## src/rtl/control_unit.sv

```systemverilog
// Multi-cycle fetch/decode/execute/writeback sequencer for the 4-bit datapath.
// Owns the PC, instruction register and zero flag; drives the register file and ALU op.
module control_unit (
   input  logic       clk,
   input  logic       reset,
   input  logic       run,
   input  logic [7:0] instr_data,
   input  logic [3:0] alu_result,
   input  logic       alu_zero,
   output logic [3:0] pc,
   output logic [2:0] alu_op,
   output logic [1:0] read_sel1,
   output logic [1:0] read_sel2,
   output logic [1:0] write_sel,
   output logic [3:0] write_data,
   output logic       write_enable,
   output logic       zero_flag,
   output logic       halted
);

   typedef enum logic [2:0] {
      S_FETCH,
      S_DECODE,
      S_EXECUTE,
      S_WRITEBACK,
      S_HALT
   } state_t;

   localparam logic [3:0] OP_ADD  = 4'd1;
   localparam logic [3:0] OP_SUB  = 4'd2;
   localparam logic [3:0] OP_AND  = 4'd3;
   localparam logic [3:0] OP_OR   = 4'd4;
   localparam logic [3:0] OP_XOR  = 4'd5;
   localparam logic [3:0] OP_MOV  = 4'd6;
   localparam logic [3:0] OP_LDI  = 4'd7;
   localparam logic [3:0] OP_JMP  = 4'd8;
   localparam logic [3:0] OP_BZ   = 4'd9;
   localparam logic [3:0] OP_HALT = 4'd15;

   state_t     state, state_next;
   logic [7:0] ir;
   logic [3:0] opcode;
   logic       is_alu;
   logic       is_write;
   logic       take_jump;

   assign opcode    = ir[7:4];
   assign is_alu    = (opcode >= OP_ADD) && (opcode <= OP_MOV);
   assign is_write  = is_alu || (opcode == OP_LDI);
   assign take_jump = (opcode == OP_JMP) || ((opcode == OP_BZ) && zero_flag);

   // Operand selects come straight from ir, so they are stable from DECODE onward.
   assign read_sel1 = ir[3:2];
   assign read_sel2 = ir[1:0];
   assign write_sel = ir[3:2];

   assign write_enable = (state == S_WRITEBACK);
   assign halted       = (state == S_HALT);

   // NOTE: sequential state uses non-blocking assignments so every flop samples pre-edge values.
   always_ff @(posedge clk or posedge reset) begin
      if (reset) begin
         state      <= S_FETCH;
         pc         <= 4'd0;
         ir         <= 8'd0;
         write_data <= 4'd0;
         zero_flag  <= 1'b0;
      end else begin
         state <= state_next;
         case (state)
            S_FETCH: begin
               if (run) begin
                  ir <= instr_data;
                  pc <= pc + 4'd1;
               end
            end
            S_EXECUTE: begin
               if (is_alu) begin
                  write_data <= alu_result;
                  zero_flag  <= alu_zero;
               end else if (opcode == OP_LDI) begin
                  write_data <= {2'b00, ir[1:0]};
               end else if (take_jump) begin
                  pc <= ir[3:0];
               end
            end
            default: ;
         endcase
      end
   end

   // NOTE: every combinational output gets a default first so no latch is inferred.
   always_comb begin
      state_next = state;
      case (state)
         S_FETCH:     if (run) state_next = S_DECODE;
         S_DECODE:    state_next = (opcode == OP_HALT) ? S_HALT : S_EXECUTE;
         S_EXECUTE:   state_next = is_write ? S_WRITEBACK : S_FETCH;
         S_WRITEBACK: state_next = S_FETCH;
         S_HALT:      state_next = S_HALT;
         default:     state_next = S_FETCH;
      endcase
   end

   // ALU op decodes from ir, which only changes in FETCH, so it holds through EXECUTE.
   always_comb begin
      alu_op = 3'd0;
      case (opcode)
         OP_ADD:  alu_op = 3'd0;
         OP_SUB:  alu_op = 3'd1;
         OP_AND:  alu_op = 3'd2;
         OP_OR:   alu_op = 3'd3;
         OP_XOR:  alu_op = 3'd4;
         OP_MOV:  alu_op = 3'd5;
         default: alu_op = 3'd0;
      endcase
   end

endmodule

```

## config.mk

```make
export PLATFORM = sky130hd
export DESIGN_NAME = control_unit
export DESIGN_NICKNAME = d
export VERILOG_FILES = /design/src/rtl/control_unit.sv
export SDC_FILE = /design/constraint.sdc
export NUM_CORES = 1
export LEC_CHECK = 0
export CAP_MARGIN = 20
export CORE_MARGIN = 10
export CORE_UTILIZATION = 40
export DETAILED_ROUTE_END_ITERATION = 10
export PLACE_DENSITY = 0.7
export SLEW_MARGIN = 20
export SYNTH_ARGS = -nofsm -noshare
export SYNTH_HDL_FRONTEND = slang
export SYNTH_SLANG_ARGS = --single-unit
```

## constraint.sdc

```tcl
create_clock -name clk -period 2.3 [get_ports clk]
set_input_delay 0.46 -clock clk [delete_from_list [all_inputs] [get_ports clk]]
set_output_delay 0.46 -clock clk [all_outputs]
set_load 0.01 [all_outputs]
```

### Word-level counts from Yosys, hierarchy flattened

Index checks and enable logic that the tools add are counted.

| storage, ports and cells | value |
|---|---|
| register bits after elaboration | 20 |
| input port bits | 16 |
| output and inout bits | 20 |
| logic and storage cells | 48 |

| cells by class | value |
|---|---|
| $add $sub $neg | 1 |
| $lt $le $gt $ge | 2 |
| equality and inequality tests | 17 |
| multiplexer cells | 12 |
| reduce and logical (&&, ||, !) cells | 11 |

Operators by type and width:

| cell | number |
|---|---|
| 2-to-1 mux 4 bit | 6 |
| equality test 4 x 3 -> 1 bit, second input constant | 4 |
| one-hot mux 3 bit (5 select lines) | 1 |
| equality test 4 bit, second input constant | 3 |
| one-hot mux 3 bit (4 select lines) | 1 |
| equality test 4 x 2 -> 1 bit, second input constant | 2 |
| != test 2 bit, second input constant | 4 |
| one-hot mux 4 bit (2 select lines) | 1 |
| equality test 3 x 2 -> 1 bit, second input constant | 2 |
| 2-to-1 mux 3 bit | 2 |
| AND reduction 2 bit | 3 |
| AND reduction 5 bit | 1 |
| adder 4 x 1 -> 4 bit, second input constant | 1 |
| greater-or-equal comparator 4 x 1 -> 1 bit, second input constant | 1 |
| <= comparator 4 x 3 -> 1 bit, second input constant | 1 |
| nonzero test 2 bit | 2 |
| equality test 3 x 1 -> 1 bit, second input constant | 1 |
| equality test 3 bit, second input constant | 1 |
| zero test 3 bit | 1 |
| logical AND 1 bit | 2 |
| logical OR 1 bit | 2 |
| 2-to-1 mux 2 bit | 1 |

### Logic depth before layout (Yosys ltp)

Gate-level depths: netlist of the first run.

| depth | value |
|---|---|
| depth after elaboration | 7 |
| mapped depth | 5 |
| gate-level depth less buffers | 3 |

### Worst setup path before layout of the first run

OpenSTA, ideal clock, no wires.

| timing | value |
|---|---|
| path kind | register to output |
| start point | register ir[4] |
| end point | output port alu_op[1] |
| arrival time | 1.198 ns |
| data required time | 1.840 ns |
| setup slack | 0.642 ns |
| stages on the path, launching flop included | 5 |
| cell sequence | dfrtp_1 > clkbuf_1 > nand2_1 > or2_2 > a21oi_1 |

| on the way | value |
|---|---|
| word-level cells in the longest chain between the ends | 2 |
| elaborated cells between the ends (all ways) | 6 |
| those cells by class | eq/ne (5); mux (1) |

Ends and longest elaborated chain:

| item | line | RTL |
|---|---|---|
| start: declaration | 41 | `logic [7:0] ir;` |
| start signal: assignment | 73 | `ir <= instr_data;` |
| equality test 4 x 3 -> 1 bit or equality test 4 x 2 -> 1 bit (tied branches) | 108 | `case (opcode)` |
| one-hot mux 3 bit (5 select lines) (*) | 108 |  |
| end: declaration | 11 | `output logic [2:0] alu_op,` |

Every way passes the cells marked *; elsewhere a longest branch is shown, timed or not.

### Worst setup path after layout of the first run

| timing | value |
|---|---|
| start point | register ir[4] |
| end point | output port alu_op[0] |

The elaborated chain is that of the path after synthesis.

==> results.ini, run 1 <==
[cells_and_area]
drive_gt1_share_pct=21.09
fillers=255
synthToLayoutAreaGrowth_pct=34.36
fin_util_pct=56.64
mostFrequentLayoutCells=clkdlybuf4s50_1 (33), dfrtp_1 (18), buf_4 (10)
finalNetCount=166
diodes=0
area.sequential_um2=503.0
instances_no_fill=178
multi_input_area_um2=565.5
mostFrequentLayoutCell=clkdlybuf4s50_1

[job]
drv_cap=0

[sta]
hold_viol=0
setup_tns_ns=0
fmax_mhz=456.8
fin_crit_ns=2.189
rsz0062_at_grt=no
drv_slew=0
relSlewSlack_pct=63.12
fin_worst_skew_ns=0.006803
finalCritPeriodShare_pct=95.18
finalSetupViolCount=0
tightest_slew_ns=0.5517

[die]
core_mm2=0.002781
start_util_pct=42.15
die-area_mm2=0.005497
fp-row-count=19
die_x_um=74.14
io_pins=36
die_y_um=74.14

[setup_path]
cp-end-kind=output pin
worst-r2r-cell-count=4
crit_arrival_ns=1.73
required_ns=1.84
r2r_setup_slack_ns=0.53
critical_path_class=flip-flop to output pin
worst_r2r_endpoint=pc[2]
crit_fanout=9
r2r_start=ir[6]
start_kind=flip-flop

[clock_network]
numCtsBuffers=3
h-tree-depth=1
clkTransAtPathRegs_ns=0.10
clock_path_buffers=2
cts_tree=yes
hold_buffers=0
clock_latency_ns=0.29
cts_num_sinks=20
root_buffer=clkbuf_4

[yosys]
synthCells=114
yosys_register_bits=20
synth_edf_count=0
ys_types=42
netlist_area_mm2=0.001172
synthFlopType=dfrtp_1
synth_async_sr_flop_share_pct=100.0
ys_warn_count=0
synth_nets=131
avgSynthCellArea_um2=10.28
synth-seq-area-share_pct=42.69

[placed_design]
place_congestion=0.7857
hpwl_mm=2.254
io_buffers=35
dp.cells=170

[detailed_routing]
drc=0
wl_per_cell_um=16.24
wirelength_mm=2.891
vias_per_cell=5.618
via_count=1000
drtAntennaViolNets=0
dr.pass1.iters=4
drt_iter0_drc=111

[run_status]
status=finished, final reports clean

[global_routing]
grt_max_degree=21
grt_pass1_wl_mm=4.698
antenna_found_initial=0
grt_pass1_vias=953
grt_usage_pct=10.75
overflow=0

[pwr]
p_per_area_mw_per_mm2=1317
worst_ir_drop_vdd_mv=0.8664
p_leak_uw=0.0006643

[min_path]
hold_class=input pin to async pin

[Yosys cell counts (all sizes together), types with 2 or more instances]
cell type / instances / share of area, %
a211oi: 2 / 1.3
a21oi: 6 / 2.6
a22oi: 2 / 1.3
a31oi: 3 / 1.6
and2: 2 / 1.1
and3: 2 / 1.1
and4: 2 / 1.5
buf: 11 / 6.7
clkbuf: 4 / 1.3
dfrtp: 20 / 43
inv: 4 / 1.3
mux2: 9 / 8.6
nand2: 3 / 0.96
nand2b: 2 / 1.1
nand3: 3 / 1.3
nand4: 2 / 1.1
nor2: 7 / 2.2
nor2b: 3 / 1.6
nor3: 2 / 0.85
nor4: 2 / 1.1
nor4b: 2 / 3.3
o21ai: 3 / 1.3
o21bai: 2 / 1.3
or3: 2 / 1.5
or3b: 2 / 1.7
[logic make-up after synthesis]
group	count (synthesis)	synth area share, %
flops	20	42.69
compound gates	22	13.02
xor+xnor	1	0.7472
buf+inv	19	9.284
fa+ha+maj	1	1.067
simple gates	42	24.55
mux	9	8.645
[worst max path at each step]
stage,startpoint,end,slack (ns),cells after the start
CTS,ir[6],alu_op[1],0.005,3
floorplan,ir[4],alu_op[1],0.64,4
finish,ir[4],alu_op[0],0.11,3
detailed placement,ir[5],alu_op[1],0.22,4
global placement,ir[5],alu_op[1],0.28,4
global route,state[0],halted,0.08,3
[timing repair]
item,CTS,global route
gates resized for setup,1,4
buffers inserted,2,3
pin swaps,0,0
endpoints found under the setup margin,1,2
[state kept, by name (all words and copies together) (netlist names)]
signal and count:
ir 8, pc 4, write_data 4, state 3, zero_flag 1
[stage by stage]
step | hold slack [ns] | setup WS (ns) | cell area (um2) | power [uW]
final | 0.4770 | 0.1109 | 1575 | 2074
after global routing | 0.4709 | 0.07639 | 1575 | 2233
after CTS | 0.4787 | 0.005199 | 1544 | 2053
after detailed placement | 0.5343 | 0.2235 | 1505 | 1861
after global placement | 0.5290 | 0.2801 | 1505 | 1829
after floorplan | 0.4238 | 0.6422 | 1172 | 1431
[cell type report]
type                    instances  area share (%)
inverters                       4          0.9531
multi-input cells              75           35.90
well taps                      31           2.462
flip-flops and latches         20           31.93
repair buffers                 45           27.32
clock buffers                   3           1.430
[worst max-delay path, stage by stage (launching register included)]
cell	delay, ns
dfrtp_1	0.41
buf_4	0.17
nor3_1	0.26
clkdlybuf4s50_1	0.60
[power by group]
part | internal (uW) | total (uW) | switching, uW
clock network | 60.9 | 158 | 97.5
registers | 518 | 713 | 195
logic | 688 | 1200 | 516
[routing by layer]
| metal | GRT usage, % | routed length [um] |
|---|---|---|
| met1 | 12.22 | 1160 |
| met2 | 18.09 | 1548 |
| met3 | 4.521 | 160 |
| met4 | 2.899 | 22 |
| met5 | 0 | 0 |
Note: power is estimated with default switching activity, not from simulation.
==> run 2: changes to the inputs <==
ABC_AREA = 0   (was default)
CTS_BUF_LIST = sky130_fd_sc_hd__clkbuf_4 sky130_fd_sc_hd__clkbuf_8 sky130_fd_sc_hd__clkbuf_16   (was default)
==> results of run 2 <==
Same layout as run 1: the final DEF is identical, and so are final timing and power.
==> run 3: changes to the inputs <==
clock period = 2.65 ns   (was 2.3 ns; I/O delays follow)
==> run 3 against run 2 <==
Against the previous run:
- clock power up 13%
- combinational power down 26%
- critical path depth up 1
- routed wire length down 4.8%
- non-clock buffer count down 9
- cell area down 4.0%
- die area unchanged
- sequential power down 6.6%
- global-route usage down 0.52 points
- largest power group unchanged
- highest routed layer unchanged
==> results.ini, run 3 (synthesis results as in run 1) <==
[setup_path]
crit_arrival_ns=1.93
critical_path_class=flip-flop to output pin
crit_fanout=10
crit_slowest_cell=clkdlybuf4s50_1
required_ns=2.12
crit_start=ir[5]
cp_num_buf_inv=1
slowest_delay_ns=0.56
path_cells=nand2_1 > or2_2 > a21oi_1 > clkdlybuf4s50_1
r2r_start=state[1]
cp-end-kind=output pin
path_delay_family=buffers and inverters
start_kind=flip-flop

[cells_and_area]
synthToLayoutAreaGrowth_pct=29.03
reg_top3=ir (8), pc (4), write_data (4)
area.sequential_um2=501.7
finalNetCount=157
largest_register_ffs=8
fillers=248
mostFrequentLayoutCell=clkdlybuf4s50_1
multi_input_area_um2=563.0
mostFrequentLayoutCells=clkdlybuf4s50_1 (35), dfrtp_1 (19), mux2_2 (9)
instances_no_fill=170
diodes=0
fin_util_pct=54.39
drive_gt1_share_pct=15.11
top_register=ir

[global_routing]
grt_pass1_vias=955
overflow=0
antenna_found_initial=0
grt_max_degree=21
grt_usage_pct=10.23
grt_pass1_wl_mm=4.588

[sta]
whs_ns=0.5509
hold_viol=0
finalWorstSetupSlack_ns=0.1929
rsz0062_at_grt=no
finalCritPeriodShare_pct=92.72
tightest_slew_ns=0.7630
fin_crit_ns=2.457
setup_tns_ns=0
relSlewSlack_pct=49.08
fin_worst_skew_ns=0.001277
drv_slew=0
fmax_mhz=407.0
finalSetupViolCount=0

[detailed_routing]
wl_per_cell_um=16.18
vias_per_cell=5.465
drc=0
drtAntennaViolNets=0
drt_iter0_drc=66
wirelength_mm=2.751
via_count=929
dr.pass1.iters=4

[clock_network]
clkTransAtPathRegs_ns=0.11
numCtsBuffers=3
hold_buffers=0
clock_path_buffers=2
clock_latency_ns=0.30
cts_num_sinks=20
h-tree-depth=1
cts_tree=yes
root_buffer=clkbuf_4
post-cts-setup-buffers=0

[pwr]
p_per_area_mw_per_mm2=1146
worst_ir_drop_vdd_mv=0.8510
p_leak_uw=0.0005960

[job]
drv_cap=0

[placed_design]
dp_slack_ns=0.5002
dp.cells=166
place_congestion=0.7403
io_buffers=35
hpwl_mm=2.177

[die]
start_util_pct=42.15
die-area_mm2=0.005497
io_pins=36
die_y_um=74.14
die_x_um=74.14
fp-row-count=19
core_mm2=0.002781

[min_path]
hold_start=write_data[3]
hold_class=flip-flop to flip-flop

[run_status]
status=finished, final reports clean

[run 3: cell count changes in the layout (fill, tap and decap cells not counted), sizes merged]
| cell | delta |
|---|---|
| clkdlybuf4s50 | +2 |
| clkbuf | +1 |
| dlymetal6s2s | -2 |
| buf | -9 |
[run 3: where the power goes]
group,internal [uW],total [uW],switching (uW)
logic,525,890,365
clock network,83.8,178,93.9
registers,447,666,220
total,1050,1730,679
[run 3: through the flow]
step / power, uW / area [um2]
floorplan: 1242 / 1172
global placement: 1551 / 1475
detailed placement: 1574 / 1475
CTS: 1753 / 1511
global route: 1879 / 1513
finish: 1734 / 1513
[run 3: path summary, 6_finish.rpt]
| path | cells after the start | slack, ns | end |
|---|---|---|---|
| worst min register to register | 2 | 0.55 | write_data[3] |
| max in group asynchronous | 2 | 1.48 | ir[4] |
| min in group asynchronous | 2 | 0.65 | pc[3] |
| worst min-delay path | 2 | 0.55 | write_data[3] |
| worst max-delay path | 4 | 0.19 | alu_op[1] |
| worst max register to register | 3 | 0.81 | pc[2] |
[run 3: area by class of cell]
cell class | count | area share (%)
Sequential cell | 20 | 33.17
Inverter | 4 | 0.9926
Clock buffer | 4 | 2.399
Tap cell | 31 | 2.564
Multi-Input combinational cell | 75 | 37.22
Timing Repair Buffer | 36 | 23.66
[run 3: tightest hold or removal path, stage by stage, from the launching register on]
cell and delay (ns):
dfrtp_1 0.40, inv_1 0.05, o21ai_0 0.07
[run 3: metal layers]
layer	share of wire [%]	vias up	GRT usage [%]
li1	-	464	-
met1	43	443	11.74
met2	51	18	17.14
met3	5.2	4	4.388
met4	1.1	0	2.484
met5	0	-	0
[run 3: repair_timing]
| action | 4_1_cts | 5_1_grt |
|---|---|---|
| endpoints found under the hold margin | 0 | 0 |
| endpoints found under the setup margin | 0 | 1 |
| gates resized for setup | 0 | 1 |
